===== config.mk =====
export PLATFORM = sky130hd
export DESIGN_NAME = regfile_mp_sb_flat
export DESIGN_NICKNAME = d
export VERILOG_FILES = /design/src/rtl/regfile_pkg.sv /design/src/rtl/regfile_mp_sb_if.sv /design/src/rtl/regfile_scoreboard.sv /design/src/rtl/regfile_mp_sb.sv /design/src/flat_wrapper.sv
export SDC_FILE = /design/constraint.sdc
export NUM_CORES = 1
export LEC_CHECK = 0
export BUFFER_PORTS_ARGS = -buffer_cell sky130_fd_sc_hd__buf_2
export CAP_MARGIN = 10
export CORE_UTILIZATION = 55
export DETAILED_ROUTE_END_ITERATION = 7
export HOLD_SLACK_MARGIN = 0.15
export PLACE_DENSITY = 0.75
export SYNTH_ARGS = -nofsm -noshare
export SYNTH_HDL_FRONTEND = slang
export SYNTH_HIERARCHICAL = 1
export SYNTH_SLANG_ARGS = --single-unit

===== constraint.sdc =====
create_clock -name i_clk -period 6.9 [get_ports i_clk]
set_input_delay 0.69 -clock i_clk [delete_from_list [all_inputs] [get_ports i_clk]]
set_output_delay 0.69 -clock i_clk [all_outputs]
set_load 0.005 [all_outputs]

===== src/rtl/regfile_pkg.sv =====
// Shared constants and bus-slicing helpers for the multi-port register file.
package regfile_pkg;

   localparam int DATA_W_DEF = 32;
   localparam int ADDR_W_DEF = 4;

   // LSB position of port `port` in a flattened bus of `width`-bit fields
   function automatic int port_lsb(input int port, input int width);
      return port * width;
   endfunction

endpackage


===== src/rtl/regfile_mp_sb_if.sv =====
// Decode/writeback side bus of the register file: reads, writes, reservations, scoreboard.
interface regfile_mp_sb_if
   import regfile_pkg::*;
#(
   parameter int DATA_W = DATA_W_DEF,
   parameter int ADDR_W = ADDR_W_DEF,
   parameter int NUM_RD = 2
);
   localparam int DEPTH = 2 ** ADDR_W;

   logic [NUM_RD*ADDR_W-1:0] rd_addr;
   logic [NUM_RD*DATA_W-1:0] rd_data;
   logic [NUM_RD-1:0]        rd_busy;
   logic                     wr_en;
   logic [ADDR_W-1:0]        wr_addr;
   logic [DATA_W-1:0]        wr_data;
   logic                     rsv_en;
   logic [ADDR_W-1:0]        rsv_addr;
   logic [DEPTH-1:0]         busy_vec;

   modport master (
      output rd_addr, wr_en, wr_addr, wr_data, rsv_en, rsv_addr,
      input  rd_data, rd_busy, busy_vec
   );

   modport slave (
      input  rd_addr, wr_en, wr_addr, wr_data, rsv_en, rsv_addr,
      output rd_data, rd_busy, busy_vec
   );

endinterface


===== src/rtl/regfile_scoreboard.sv =====
// Per-register busy bits: reservation sets, writeback clears, set wins on collision.
module regfile_scoreboard
   import regfile_pkg::*;
#(
   parameter int ADDR_W   = ADDR_W_DEF,
   parameter bit ZERO_REG = 1'b1
) (
   input  logic                 i_clk,
   input  logic                 i_rst,
   input  logic                 i_rsv_en,
   input  logic [ADDR_W-1:0]    i_rsv_addr,
   input  logic                 i_clr_en,
   input  logic [ADDR_W-1:0]    i_clr_addr,
   output logic [2**ADDR_W-1:0] o_busy_vec
);

   localparam int DEPTH = 2 ** ADDR_W;

   logic [DEPTH-1:0] r_busy;
   logic [DEPTH-1:0] w_busy_nxt;

   always_comb begin
      w_busy_nxt = r_busy;
      for (int i = 0; i < DEPTH; i++) begin
         if (i_rsv_en && (i_rsv_addr == ADDR_W'(i)))
            w_busy_nxt[i] = 1'b1;
         else if (i_clr_en && (i_clr_addr == ADDR_W'(i)))
            w_busy_nxt[i] = 1'b0;
      end
      if (ZERO_REG)
         w_busy_nxt[0] = 1'b0;
   end

   always_ff @(posedge i_clk) begin
      if (i_rst)
         r_busy <= '0;
      else
         r_busy <= w_busy_nxt;
   end

   assign o_busy_vec = r_busy;

endmodule


===== src/rtl/regfile_mp_sb.sv =====
// Multi-port register file with write-to-read bypass and busy scoreboard.
module regfile_mp_sb
   import regfile_pkg::*;
#(
   parameter int DATA_W   = DATA_W_DEF,
   parameter int ADDR_W   = ADDR_W_DEF,
   parameter int NUM_RD   = 2,
   parameter bit ZERO_REG = 1'b1
) (
   input  logic            i_clk,
   input  logic            i_rst,
   regfile_mp_sb_if.slave  bus
);

   localparam int DEPTH = 2 ** ADDR_W;

   logic [DATA_W-1:0]        r_mem [DEPTH];
   logic [DEPTH-1:0]         w_busy_vec;
   logic [NUM_RD*DATA_W-1:0] w_rd_data;
   logic [NUM_RD-1:0]        w_rd_busy;
   logic                     w_wr_drop;

   assign w_wr_drop = ZERO_REG && (bus.wr_addr == '0);

   always_ff @(posedge i_clk) begin
      if (i_rst) begin
         for (int i = 0; i < DEPTH; i++)
            r_mem[i] <= '0;
      end else if (bus.wr_en && !w_wr_drop) begin
         r_mem[bus.wr_addr] <= bus.wr_data;
      end
   end

   regfile_scoreboard #(
      .ADDR_W   (ADDR_W),
      .ZERO_REG (ZERO_REG)
   ) u_scoreboard (
      .i_clk      (i_clk),
      .i_rst      (i_rst),
      .i_rsv_en   (bus.rsv_en),
      .i_rsv_addr (bus.rsv_addr),
      .i_clr_en   (bus.wr_en),
      .i_clr_addr (bus.wr_addr),
      .o_busy_vec (w_busy_vec)
   );

   // A write under reset never lands, so neither bypass nor stored data is visible then
   for (genvar k = 0; k < NUM_RD; k++) begin : g_rd
      logic [ADDR_W-1:0] w_addr;
      logic              w_is_zero;
      logic              w_hit_wr;
      logic [DATA_W-1:0] w_data;

      assign w_addr    = bus.rd_addr[port_lsb(k, ADDR_W) +: ADDR_W];
      assign w_is_zero = ZERO_REG && (w_addr == '0);
      assign w_hit_wr  = bus.wr_en && (bus.wr_addr == w_addr);

      always_comb begin
         w_data = r_mem[w_addr];
         if (i_rst || w_is_zero)
            w_data = '0;
         else if (w_hit_wr)
            w_data = bus.wr_data;
      end

      assign w_rd_data[port_lsb(k, DATA_W) +: DATA_W] = w_data;
      assign w_rd_busy[k] = !i_rst && w_busy_vec[w_addr] && !w_hit_wr;
   end

   assign bus.rd_data  = w_rd_data;
   assign bus.rd_busy  = w_rd_busy;
   assign bus.busy_vec = w_busy_vec;

endmodule


===== src/flat_wrapper.sv =====
// flat-port wrapper written by rule: the top's interface ports become plain ports
module regfile_mp_sb_flat import regfile_pkg::*;
#(
   parameter int DATA_W   = DATA_W_DEF,
   parameter int ADDR_W   = ADDR_W_DEF,
   parameter int NUM_RD   = 2,
   parameter bit ZERO_REG = 1'b1
)
  (i_clk, i_rst, bus_rd_addr, bus_wr_en, bus_wr_addr, bus_wr_data, bus_rsv_en, bus_rsv_addr, bus_rd_data, bus_rd_busy, bus_busy_vec);
  regfile_mp_sb_if #(.DATA_W(DATA_W), .ADDR_W(ADDR_W), .NUM_RD(NUM_RD)) bus_i ();
  input  logic i_clk;
  input  logic i_rst;
  input wire logic [$bits(bus_i.rd_addr)-1:0] bus_rd_addr;
  input wire logic [$bits(bus_i.wr_en)-1:0] bus_wr_en;
  input wire logic [$bits(bus_i.wr_addr)-1:0] bus_wr_addr;
  input wire logic [$bits(bus_i.wr_data)-1:0] bus_wr_data;
  input wire logic [$bits(bus_i.rsv_en)-1:0] bus_rsv_en;
  input wire logic [$bits(bus_i.rsv_addr)-1:0] bus_rsv_addr;
  output wire logic [$bits(bus_i.rd_data)-1:0] bus_rd_data;
  output wire logic [$bits(bus_i.rd_busy)-1:0] bus_rd_busy;
  output wire logic [$bits(bus_i.busy_vec)-1:0] bus_busy_vec;
  assign bus_i.rd_addr = bus_rd_addr;
  assign bus_i.wr_en = bus_wr_en;
  assign bus_i.wr_addr = bus_wr_addr;
  assign bus_i.wr_data = bus_wr_data;
  assign bus_i.rsv_en = bus_rsv_en;
  assign bus_i.rsv_addr = bus_rsv_addr;
  assign bus_rd_data = bus_i.rd_data;
  assign bus_rd_busy = bus_i.rd_busy;
  assign bus_busy_vec = bus_i.busy_vec;
  regfile_mp_sb #(.DATA_W(DATA_W), .ADDR_W(ADDR_W), .NUM_RD(NUM_RD), .ZERO_REG(ZERO_REG)) u_core (.i_clk(i_clk), .i_rst(i_rst), .bus(bus_i));
endmodule

==> results of run 1 <==
## cell usage after synthesis (4+ instances only)
master	n
dfxtp_1	15
buf_4	15
nand3_1	4
buf_2	57
nand3b_1	7
clkbuf_1	86
nor3_1	5
buf_6	14
nand2b_1	4
mux4_1	32
mux2i_1	194
nand2_1	11
xor2_1	6
o21ai_0	21
and2_1	480
a22o_1	64
nor2_1	16
o211ai_1	11
edfxtp_1	512
mux4_2	232
## worst paths after layout
path                                           start                                 end  slack [ns]  cells past startpoint
setup / recovery                               i_rst                     bus_rd_data[48]        2.58                      7
setup reg to reg  u_core/u_scoreboard/o_busy_vec[12]  u_core/u_scoreboard/o_busy_vec[12]        6.17                      2
hold reg to reg   u_core/u_scoreboard/o_busy_vec[13]  u_core/u_scoreboard/o_busy_vec[13]        0.54                      2
hold / removal                       bus_rsv_addr[1]  u_core/u_scoreboard/o_busy_vec[15]        0.39                      3
## cell usage in the layout (no fill, tap or decap), drive strengths merged
master	synthesis	final
diode	0	2
conb	2	33
or3	1	1
and2	480	480
xnor2	2	2
o21ai	24	24
a31oi	2	2
nand3b	7	7
clkbuf	87	69
clkinv	0	18
o211ai	12	12
a2111oi	2	2
buf	92	173
nand2	11	11
and4b	3	3
mux2i	194	194
edfxtp	512	512
and2b	3	3
and3	2	2
nand3	4	4
nor2	16	16
xor2	6	6
dfxtp	15	15
nand2b	4	4
o41ai	2	2
bufinv	0	4
a211oi	2	2
mux4	264	264
or2	3	3
inv	2	4
a22o	64	64
nor3	5	5
o311ai	3	3
or3b	1	1
## power groups by stage
stage | sequential, mW | combinational (mW) | clock [mW]
finish | 3.79 | 0.965 | 2.83
global route | 3.81 | 1.01 | 2.98
CTS | 3.79 | 0.958 | 2.86
detailed placement | 3.85 | 0.954 | 0
global placement | 3.83 | 0.943 | 0
floorplan | 3.82 | 0.653 | 0
## kinds of logic after synthesis
group	count (synthesis)	synth area share
and+or+nand+nor	540	0.115
DFF	527	0.542
xor gates and xnor gates	8	0.00242
muxes	458	0.277
other	2	0.000260
buffers and inverters	181	0.0334
AOI/OAI and AO/OA	111	0.0299
## metrics by stage
stage | instances | hold WS [ns] | worst slack [ns] | power, mW
6_report | 2627 | 0.391 | 2.58 | 7.59
5_1_grt | 2626 | 0.411 | 2.55 | 7.80
4_1_cts | 2625 | 0.365 | 2.69 | 7.61
3_5_place_dp | 2532 | 0.524 | 2.70 | 4.81
3_3_place_gp | 2532 | 0.528 | 2.79 | 4.77
2_1_floorplan | 1858 | 0.487 | 3.01 | 4.47
## state kept, by name, summed over array words and instances (netlist names)
| name | flops |
|---|---|
| u_core/r_mem | 512 |
| u_core/u_scoreboard/o_busy_vec | 15 |
## metal layers
layer  up-vias  wire length (um)
li1       7284                 -
met1      9332             30800
met2      1171             39000
met3       152              9210
met4         8              2110
met5         -                47
## worst max-delay path, stage by stage
cell and delay [ns]:
buf_2 0.12, inv_1 0.78, o41ai_1 0.37, a31oi_4 0.85, buf_4 0.48, a22o_1 0.20
buf_2 0.11
## final cells by class
class / count / area [um2] / area share
Timing Repair Buffer: 173 / 1040 / 0.0326
Clock buffer: 69 / 1430 / 0.0449
Tap cell: 680 / 851 / 0.0267
Multi-Input combinational cell: 1150 / 12600 / 0.396
Clock inverter: 24 / 228 / 0.00715
Sequential cell: 527 / 15700 / 0.492
Antenna cell: 2 / 5.00 / 0.000157
Inverter: 2 / 7.51 / 0.000236
==> impl_metrics.csv, run 1 <==
group,metric,value,unit
outcome,status,"complete, no violations",
global_routing,grt_overflow,0,
sta,min_period,4.32,ns
power,power_density,238,mW/mm2
synthesis,synthTopCellsByArea,"edfxtp_1 (53%), mux4_2 (18%), and2_1 (10%)",
final_layout,syn2layout_area_growth,10.1,%
placed_design,port_buffers,132,
final_layout,final_core_util,0.617,
drt,drt-pass1-iter-count,5,
synthesis,synthCells,1827,
final_layout,nets,1961,
floorplanning,dieArea,0.0535,mm2
clocking,postCtsResizedCells,0,
global_routing,grt_use_met2,0.490,
global_routing,met3_usage,0.0641,
synthesis,async_reset_ff_frac,0,
synthesis,synth.top_cell.area_share,0.532,
floorplanning,die_x,231,um
sta,setup_viol,0,
synthesis,yosysUniqueCellTypes,39,
critical_path,worst-setup-path-type,"input port to primary output",
placed_design,gp_congestion,0.795,
flow_run,cap_violations,0,
global_routing,busiest_layer,"met2",
critical_path,worstPathMaxFanout,17,
sta,max_freq,232,MHz
global_routing,grt_pass1_vias,17974,
clocking,cts_sinks,527,
sta,skew,0,ns
power,seq_power_share,0.499,
sta,rsz0062_at_grt,"false",
synthesis,ys.flop_type,"edfxtp_1",
sta,slew_viol_final,0,
min_path,hold_class,"input port to register",
sta,hold_viol_final,0,
power,internal_power,5.74,mW
power,p_leak,11.7,nW
clocking,cts_hold_buf,0,
final_layout,final_area,0.0319,mm2
critical_path,worst_ep_required_time,6.21,ns
global_routing,track_usage,0.307,
drt,viasPerCell,6.83,
power,power_frac_comb,0.127,
synthesis,yosysWarnings,6,
drt,drc_errors,0,
global_routing,grt_util_met1,0.431,
clocking,cts_buffer_depth,3,
power,p_sw_frac,0.243,
synthesis,synth.largest_area_cell,"edfxtp_1",
final_layout,fillCellCount,3711,
clocking,cts_buffers,55,
floorplanning,start_util,0.560,
clocking,root_buffer,"clkbuf_16",
power,p_sw,1.85,mW
global_routing,grt_max_degree,123,
power,peakVddDrop,0.221,mV
placed_design,placed_area,0.0302,mm2
drt,drtIter0Drc,2381,
clocking,h-tree-depth,2,
final_layout,drive_gt1_frac,0.263,
global_routing,grt_pass1_wl,119,mm
drt,post_drt_wl_per_cell,30.9,um
critical_path,start_kind,"input port",
sta,setup_tns,0,ns
drt,drtAntennaViolNets,0,
synthesis,ys_seq_area_frac,0.542,
clocking,clk_latency,0.60,ns
placed_design,hpwl,46.4,mm
floorplanning,ios,134,
floorplanning,num_rows,83,
floorplanning,die_y,231,um
synthesis,avgSynthCellArea,15.8,um2
clocking,tritoncts,"done",
sta,slew_headroom,0.169,
synthesis,synth_edf_count,512,
floorplanning,coreArea,0.0516,mm2
drt,vias,17947,
sta,tightest_slew,1.24,ns
power,clkPwrFrac,0.373,
critical_path,crit_arrival,3.63,ns
global_routing,antenna_found_initial,7,
sta,timing.final.crit_share,0.626,
synthesis,ys_ff_latch,527,
drt,drt-total-wl,81.2,mm
clocking,path_clk_slew,0.06,ns
clocking,cts_setup_buffers,0,
critical_path,critPathCaptureType,"primary output",
synthesis,netlist_area,0.0289,mm2
No activity file was read; power rests on OpenSTA's default activity.
==> inputs of run 2 (changes only) <==
--- a/config.mk
+++ b/config.mk
@@ -10,7 +10,7 @@
 export CORE_UTILIZATION = 55
 export DETAILED_ROUTE_END_ITERATION = 7
 export HOLD_SLACK_MARGIN = 0.15
-export PLACE_DENSITY = 0.75
+export PLACE_DENSITY = 0.77
 export SYNTH_ARGS = -nofsm -noshare
 export SYNTH_HDL_FRONTEND = slang
 export SYNTH_HIERARCHICAL = 1
==> constraint.sdc (replaced) <==
create_clock -name i_clk -period 3.7 [get_ports i_clk]
set_input_delay 0.37 -clock i_clk [delete_from_list [all_inputs] [get_ports i_clk]]
set_output_delay 0.37 -clock i_clk [all_outputs]
set_load 0.005 [all_outputs]
==> run 2 against run 1 <==
  * Die area stayed put
  * Final cell count grew 2.0%
  * Clock skew is the same
  * Global-route usage up 1.0 points
  * Core utilization increased by 1.1 points
  * First-iteration DRC count shrank 8.3%
  * Setup slack worse by 2.4 ns
  * Non-clock buffer count rose by 47
  * Largest cell class unchanged
  * Largest power group unchanged
  * Highest routed layer unchanged
==> impl_metrics.csv, run 2 (synthesis results as in run 1) <==
group,metric,value,unit
placed_design,dp_cells,2571,
sta,setup_tns,0,ns
final_layout,final_core_util,0.628,
global_routing,grt_overflow,0,
sta,max_freq,283,MHz
power,peakVddDrop,0.322,mV
min_path,hold_class,"input port to register",
final_layout,instances_no_fill,2679,
critical_path,worst_ep_required_time,3.33,ns
critical_path,worst-setup-path-type,"input port to primary output",
placed_design,place_ws,0.437,ns
clocking,cts_buffer_depth,3,
final_layout,largest_register,"u_core/r_mem",
placed_design,hpwl,51.8,mm
sta,rsz0062_at_grt,"false",
floorplanning,start_util,0.560,
global_routing,grt_pass1_wl,122,mm
sta,slew_viol_final,0,
clocking,h-tree-depth,2,
drt,post_drt_wl_per_cell,31.2,um
clocking,root_buffer,"clkbuf_16",
clocking,clk_latency,0.60,ns
drt,viasPerCell,6.82,
final_layout,syn2layout_area_growth,12.2,%
power,power_density,440,mW/mm2
critical_path,reg2reg_slack,2.41,ns
sta,min_period,3.53,ns
sta,skew,0,ns
floorplanning,coreArea,0.0516,mm2
floorplanning,num_rows,83,
sta,tightest_slew,1.19,ns
drt,drtIter0Drc,2184,
global_routing,grt_max_degree,84,
critical_path,start_kind,"input port",
critical_path,worstPathMaxFanout,32,
sta,fin_ws,0.168,ns
global_routing,antenna_found_initial,4,
final_layout,nets,2007,
flow_run,cap_violations,0,
drt,vias,18260,
floorplanning,ios,134,
placed_design,port_buffers,132,
critical_path,crit_arrival,3.16,ns
clocking,postCtsResizedCells,0,
critical_path,critPathCaptureType,"primary output",
final_layout,drive_gt1_frac,0.277,
drt,drt-pass1-iter-count,5,
floorplanning,die_y,231,um
sta,slew_headroom,0.205,
global_routing,grt_pass1_vias,18623,
final_layout,largest_reg_flops,512,
drt,drc_errors,0,
clocking,tritoncts,"done",
clocking,cts_buffers,54,
drt,drtAntennaViolNets,0,
global_routing,track_usage,0.317,
clocking,cts_sinks,527,
floorplanning,dieArea,0.0535,mm2
sta,setup_viol,0,
clocking,path_clk_slew,0.06,ns
final_layout,final_cell_mix,"edfxtp_1 (512), and2_1 (480), mux4_2 (232)",
power,finalPower,14.3,mW
outcome,status,"complete, no violations",
sta,timing.final.crit_share,0.955,
placed_design,gp_congestion,0.852,
final_layout,layout_commonest_cell,"edfxtp_1",
drt,drt-total-wl,83.5,mm
floorplanning,die_x,231,um
sta,hold_viol_final,0,
power,p_leak,12.0,nW
-- run 2: worst paths after layout --
check / cells after the start / startpoint / end
worst max-delay path: 7 / i_rst / bus_rd_data[33]
worst min-delay path: 2 / bus_wr_data[2] / u_core/r_mem[13][2]
worst max register to register: 3 / u_core/u_scoreboard/o_busy_vec[4] / u_core/u_scoreboard/o_busy_vec[4]
worst min register to register: 2 / u_core/u_scoreboard/o_busy_vec[13] / u_core/u_scoreboard/o_busy_vec[13]
-- run 2: stage by stage --
step | instance area (um2) | hold slack (ns)
2_1_floorplan | 29000 | 0.481
3_3_place_gp | 30600 | 0.535
3_5_place_dp | 30600 | 0.527
4_1_cts | 32400 | 0.227
5_1_grt | 32400 | 0.276
6_report | 32400 | 0.249
-- run 2: power by group --
group / switching (mW) / leakage [nW] / internal (mW)
clock: 2.27 / 0.836 / 3.08
combinational: 0.994 / 6.17 / 0.865
sequential: 0.178 / 5.01 / 6.90
total: 3.44 / 12.0 / 10.8
-- run 2: metal layers --
metal / GRT usage / up-vias / part of all wire
met5: 0 / - / 0.00053
met4: 0.126 / 8 / 0.037
met3: 0.0639 / 217 / 0.11
met2: 0.507 / 1210 / 0.48
met1: 0.430 / 9439 / 0.37
li1: - / 7386 / -
-- run 2: repair_timing --
item	CTS	global route
buffers inserted	0	0
hold endpoints to repair	18	0
hold buffers	8	0
-- run 2: layout make-up --
| cell class | instances | area (um2) |
|---|---|---|
| well taps | 680 | 851 |
| flip-flops and latches | 527 | 15700 |
| clock buffers | 72 | 1480 |
| clock inverters | 27 | 231 |
| repair buffers | 220 | 1560 |
| multi-input cells | 1150 | 12600 |
| fillers | 3627 | 19200 |
| diodes | 1 | 2.50 |
| inverters | 2 | 7.51 |
-- run 2: critical path, stage by stage --
cell	delay [ns]
dlygate4sd3_1	0.58
buf_2	0.25
inv_1	0.22
o41ai_1	0.18
and4b_2	1.13
a22o_1	0.30
buf_2	0.12
